--- src/rtl/router_pkg.sv ---
// Shared router definitions: port count, pointer width, port indices and the
// arbiter state encoding used by every output-port arbiter.
package router_pkg;

    localparam int N_PORTS = 5;
    localparam int PTR_W   = 3;

    localparam logic [PTR_W-1:0] PORT_0 = 3'd0;
    localparam logic [PTR_W-1:0] PORT_1 = 3'd1;
    localparam logic [PTR_W-1:0] PORT_2 = 3'd2;
    localparam logic [PTR_W-1:0] PORT_3 = 3'd3;
    localparam logic [PTR_W-1:0] PORT_4 = 3'd4;

    typedef enum logic {
        ARB_IDLE,
        ARB_LOCKED
    } arb_state_t;

endpackage

--- src/rtl/rr_priority_pick.sv ---
// Combinational round-robin picker: returns the first requesting index found
// when scanning ptr, ptr+1, ... modulo N.
module rr_priority_pick
    import router_pkg::*;
#(
    parameter int N = router_pkg::N_PORTS,
    parameter int W = router_pkg::PTR_W
) (
    input  logic [N-1:0] req,
    input  logic [W-1:0] ptr,
    output logic [W-1:0] winner,
    output logic         any_req
);

    logic [W-1:0] cand_idx [N];
    logic [N-1:0] cand_req;

    // Candidate gi is the port gi positions after the pointer, wrapped.
    generate
        for (genvar gi = 0; gi < N; gi++) begin : g_cand
            logic [W:0] sum;
            assign sum          = {1'b0, ptr} + (W+1)'(gi);
            assign cand_idx[gi] = (sum >= (W+1)'(N)) ? W'(sum - (W+1)'(N)) : W'(sum);
            assign cand_req[gi] = req[cand_idx[gi]];
        end
    endgenerate

    always_comb begin
        winner = '0;
        for (int k = N - 1; k >= 0; k--) begin
            if (cand_req[k]) begin
                winner = cand_idx[k];
            end
        end
        any_req = |req;
    end

endmodule

--- src/rtl/output_port_arbiter_rr.sv ---
// Round-robin wormhole arbiter for one output port: one-hot registered grant,
// locked until the tail flit leaves, with a sticky lock-timeout flag.
module output_port_arbiter_rr
    import router_pkg::*;
#(
    parameter int N_PORTS = router_pkg::N_PORTS,
    parameter int PTR_W   = router_pkg::PTR_W,
    parameter int TIMEOUT = 64
) (
    input  logic               clk,
    input  logic               rst,
    input  logic [N_PORTS-1:0] req,
    input  logic               out_ready,
    input  logic               tail_done,
    output logic [N_PORTS-1:0] grant,
    output logic               grant_valid,
    output logic               lock_timeout
);

    localparam int CNT_W = (TIMEOUT > 0) ? $clog2(TIMEOUT + 1) : 1;

    arb_state_t         state_reg, state_next;
    logic [PTR_W-1:0]   ptr_reg, ptr_next;
    logic [PTR_W-1:0]   winner_reg, winner_next;
    logic [N_PORTS-1:0] grant_reg, grant_next;
    logic [CNT_W-1:0]   cnt_reg, cnt_next;
    logic               timeout_reg, timeout_next;

    logic [PTR_W-1:0]   pick_winner;
    logic               pick_any;

    rr_priority_pick #(
        .N (N_PORTS),
        .W (PTR_W)
    ) u_pick (
        .req     (req),
        .ptr     (ptr_reg),
        .winner  (pick_winner),
        .any_req (pick_any)
    );

    always_comb begin
        state_next   = state_reg;
        ptr_next     = ptr_reg;
        winner_next  = winner_reg;
        grant_next   = grant_reg;
        cnt_next     = cnt_reg;
        timeout_next = timeout_reg;
        case (state_reg)
            ARB_IDLE: begin
                grant_next = '0;
                cnt_next   = '0;
                if (pick_any && out_ready) begin
                    state_next  = ARB_LOCKED;
                    winner_next = pick_winner;
                    grant_next  = N_PORTS'(1) << pick_winner;
                end
            end
            ARB_LOCKED: begin
                // Counter saturates; the flag only reports, it never breaks the lock.
                if (TIMEOUT > 0) begin
                    if (cnt_reg != CNT_W'(TIMEOUT)) begin
                        cnt_next = cnt_reg + 1'b1;
                    end
                    if (cnt_next == CNT_W'(TIMEOUT)) begin
                        timeout_next = 1'b1;
                    end
                end
                if (tail_done) begin
                    state_next = ARB_IDLE;
                    grant_next = '0;
                    cnt_next   = '0;
                    ptr_next   = (winner_reg == PTR_W'(N_PORTS - 1)) ? '0 : winner_reg + 1'b1;
                end
            end
            default: begin
                state_next = ARB_IDLE;
                grant_next = '0;
            end
        endcase
    end

    always_ff @(posedge clk or posedge rst) begin
        if (rst) begin
            state_reg   <= ARB_IDLE;
            ptr_reg     <= '0;
            winner_reg  <= '0;
            grant_reg   <= '0;
            cnt_reg     <= '0;
            timeout_reg <= 1'b0;
        end else begin
            state_reg   <= state_next;
            ptr_reg     <= ptr_next;
            winner_reg  <= winner_next;
            grant_reg   <= grant_next;
            cnt_reg     <= cnt_next;
            timeout_reg <= timeout_next;
        end
    end

    assign grant        = grant_reg;
    assign grant_valid  = |grant_reg;
    assign lock_timeout = timeout_reg;

endmodule

--- config.mk ---
export PLATFORM = sky130hd
export DESIGN_NAME = output_port_arbiter_rr
export DESIGN_NICKNAME = d
export VERILOG_FILES = /design/src/rtl/router_pkg.sv /design/src/rtl/rr_priority_pick.sv /design/src/rtl/output_port_arbiter_rr.sv
export SDC_FILE = /design/constraint.sdc
export NUM_CORES = 1
export LEC_CHECK = 0
export ABC_CLOCK_PERIOD_IN_PS = 5600
export CAP_MARGIN = 20
export CORE_UTILIZATION = 50
export CTS_BUF_LIST = sky130_fd_sc_hd__clkbuf_8
export DETAILED_ROUTE_END_ITERATION = 16
export PLACE_DENSITY = 0.74
export SYNTH_ARGS = -nofsm -noshare
export SYNTH_HDL_FRONTEND = slang
export SYNTH_SLANG_ARGS = --single-unit
--- constraint.sdc ---
create_clock -name clk -period 5.6 [get_ports clk]
set_clock_uncertainty 0.15 [all_clocks]
set_input_delay 0.56 -clock clk [delete_from_list [all_inputs] [get_ports clk]]
set_output_delay 0.56 -clock clk [all_outputs]
set_load 0.005 [all_outputs]
==> impl_metrics.ini <==
[cells_and_area]
drive_gt1_share_pct = 8.19
largest_reg_flops = 7
syn2layout_area_growth_pct = 12.2
nNetsFinal = 256
num_antenna_cells = 0

[clock_tree]
cts_setup_buffers = 0
cts_buffer_depth = 2
cts_tree = built
htree_levels = 1
path_clk_slew_ns = 0.07
clkSinkCount = 20
clk_latency_ns = 0.25
cts_inserted_buffers = 3
ctsHoldBuffers = 0
postCtsResizedCells = 0
cts_root_buf = clkbuf_8

[routing]
dr.first_iter.drc_count = 153
vias_per_cell = 6.21
ant_nets = 0
drc_errors = 0
wl_per_cell_um = 16.4
vias = 1738
dr.pass1.iters = 6
routed_wl_um = 4580

[die]
die_area_um2 = 4100
die_w_um = 64.1
initial_core_util_pct = 52.2
rows = 22
core_area_um2 = 3690
ios = 16
fp.dieH_um = 64.1

[sta]
drv_slew = 0
fmax_ghz = 0.230
tns_ns = 0
finalSetupViolCount = 0
min_period_over_period_pct = 77.7
final.min_clock_period_ns = 4.35
final-hold-violation-count = 0
worstMarginPinSlew_ns = 0.769
rsz0062_at_grt = no
max_slew_margin_pct = 48.7

[synth]
seq_area_frac_synth_pct = 26.0
yosysUniqueCellTypes = 57
synth_area_leaders = dfrtp_1 (26%), ha_1 (8.4%), mux4_2 (5.8%)
synth_async_sr_flop_share_pct = 100
synth.avg_cell_area_um2 = 8.75
post-synth-top-area-fraction_pct = 26.0
ys_ff_latch = 20
synth_edf_count = 0
yosys_warnings = 0
syn_inst = 220
ys.flop_type = dfrtp_1
synth_fp_nets = 243
synth_top_area_cell = dfrtp_1
synth_area_um2 = 1930

[worst_setup_path]
startpoint = ptr_reg[0]$_DFFE_PP0P_
reg2reg_depth = 13
crit_path_end = grant[1]$_DFFE_PP0P_
timing.rr.end = grant[1]$_DFFE_PP0P_
end_kind = flip-flop
cp_max_fo = 27
critPathRequiredTime_ns = 5.59
r2r_setup_slack_ns = 1.25
criticalPathCategory = flip-flop to flip-flop
crit_path_start_kind = flip-flop
cp.arrival_ns = 4.34
reg2reg_from = ptr_reg[0]$_DFFE_PP0P_

[place]
routabilityCongestion = 1.02
hpwl_um = 3530
portBuffers = 15

[worst_hold_path]
worstHoldPathType = flip-flop to flip-flop

[global_route]
grt_util_met2_pct = 39.5
gr-usage-met3_pct = 4.46
grt_max_degree = 28
first_global_vias = 1682
antenna_found_initial = 0
grt_usage_pct = 24.7
grt_pass1_wl_um = 7910
grt_overflow = 0
grt_use_met1_pct = 32.9
grt-busiest-layer = met2

[run]
drv_cap = 0

[outcome]
outcome = complete, no violations

[pwr]
vdd_drop_max_v = 0.000364
total_power_mw = 1.50
power_density_nw_per_um2 = 695
p_leak_nw = 0.938
## cell type report
cell class              instances  area [um2]
multi-input cells             174        1320
inverters                      18        67.6
fillers                       331        1530
well taps                      48        60.1
clock buffers                   4        55.1
repair buffers                 16         158
flip-flops and latches         20         500
## logic make-up after synthesis
logic type               synth area share [%]
AO/OA/AOI/OAI                            24.2
XOR/XNOR                                 5.00
AND/OR/NAND/NOR                          19.6
multiplexers                             10.2
flip-flops                               26.0
buffers and inverters                    5.52
adder cells (fa/ha/maj)                  9.49
## routing by layer
metal | wire length, um | vias to the layer above
met5 | 0 | -
met4 | 143 | 0
met3 | 301 | 19
met2 | 2100 | 75
met1 | 2040 | 799
li1 | - | 845
## worst min path at each step
stage                     cells after the start                      from                  endpoint
after CTS                                     1  lock_timeout$_DFFE_PP0P_  lock_timeout$_DFFE_PP0P_
after global routing                          1  lock_timeout$_DFFE_PP0P_  lock_timeout$_DFFE_PP0P_
final                                         1  lock_timeout$_DFFE_PP0P_  lock_timeout$_DFFE_PP0P_
after detailed placement                      1  lock_timeout$_DFFE_PP0P_  lock_timeout$_DFFE_PP0P_
after global placement                        1  lock_timeout$_DFFE_PP0P_  lock_timeout$_DFFE_PP0P_
after floorplan                               1  lock_timeout$_DFFE_PP0P_  lock_timeout$_DFFE_PP0P_
## worst max-delay path: stages, from the launching register on
cell and delay, ns:
dfrtp_1 0.32, buf_4 0.30, inv_1 0.26, ha_1 0.34, ha_1 0.43, inv_1 0.08
o31ai_1 0.41, o21ai_1 0.10, a22o_1 0.19, a211oi_1 0.54, nor3_1 0.18, o311a_1 0.41
o22a_1 0.26, a32o_1 0.26
## power breakdown
group / switching, mW / internal (mW) / total [mW]
registers: 0.0428 / 0.176 / 0.219
clock network: 0.0451 / 0.0625 / 0.108
logic: 0.677 / 0.497 / 1.17
## metrics by stage
| step | hold WS (ns) | cell area [um2] | setup WS [ns] | util, % | instances |
|---|---|---|---|---|---|
| after global routing | 0.341 | 2160 | 0.960 | 58.5 | 280 |
| after global placement | 0.289 | 2100 | 1.42 | 57.1 | 276 |
| after CTS | 0.331 | 2160 | 1.25 | 58.5 | 280 |
| after floorplan | 0.301 | 1930 | 2.01 | - | 220 |
| final | 0.321 | 2160 | 1.25 | 58.5 | 280 |
| after detailed placement | 0.314 | 2100 | 1.30 | 57.1 | 276 |
## synth_stat cells, types with 2 or more instances
cell type  instances
dfrtp_1           20
inv_1             17
nor2_1            16
nor3_1            15
a21oi_1           14
ha_1              13
nand2_1           10
xnor2_1            9
a21o_1             7
a31oi_1            7
nand3_1            6
clkbuf_1           5
mux2i_1            5
mux4_2             5
nor2b_1            5
a22o_1             4
nand2b_1           4
o21ai_0            4
o21ai_1            4
a211oi_1           3
and2_1             3
a2111oi_0          2
a32o_1             2
and3_1             2
mux2_2             2
nor3b_1            2
o22ai_1            2
o31ai_1            2
xor2_1             2
## cell usage in the layout, fill, tap and decap left out, types with 3 or more instances in the layout
cell type / n
nor2_1: 16
mux4_2: 5
and2_1: 3
nor2b_1: 5
clkdlybuf4s50_1: 15
o21ai_0: 4
nand2_1: 10
a211oi_1: 3
nor3_1: 15
nand2b_1: 4
a22o_1: 4
nand3_1: 6
a31oi_1: 7
ha_1: 13
inv_1: 17
a21oi_1: 14
dfrtp_1: 20
o21ai_1: 4
clkbuf_8: 4
mux2i_1: 5
a21o_1: 7
xnor2_1: 9
Power figures use the tool's default switching activity.
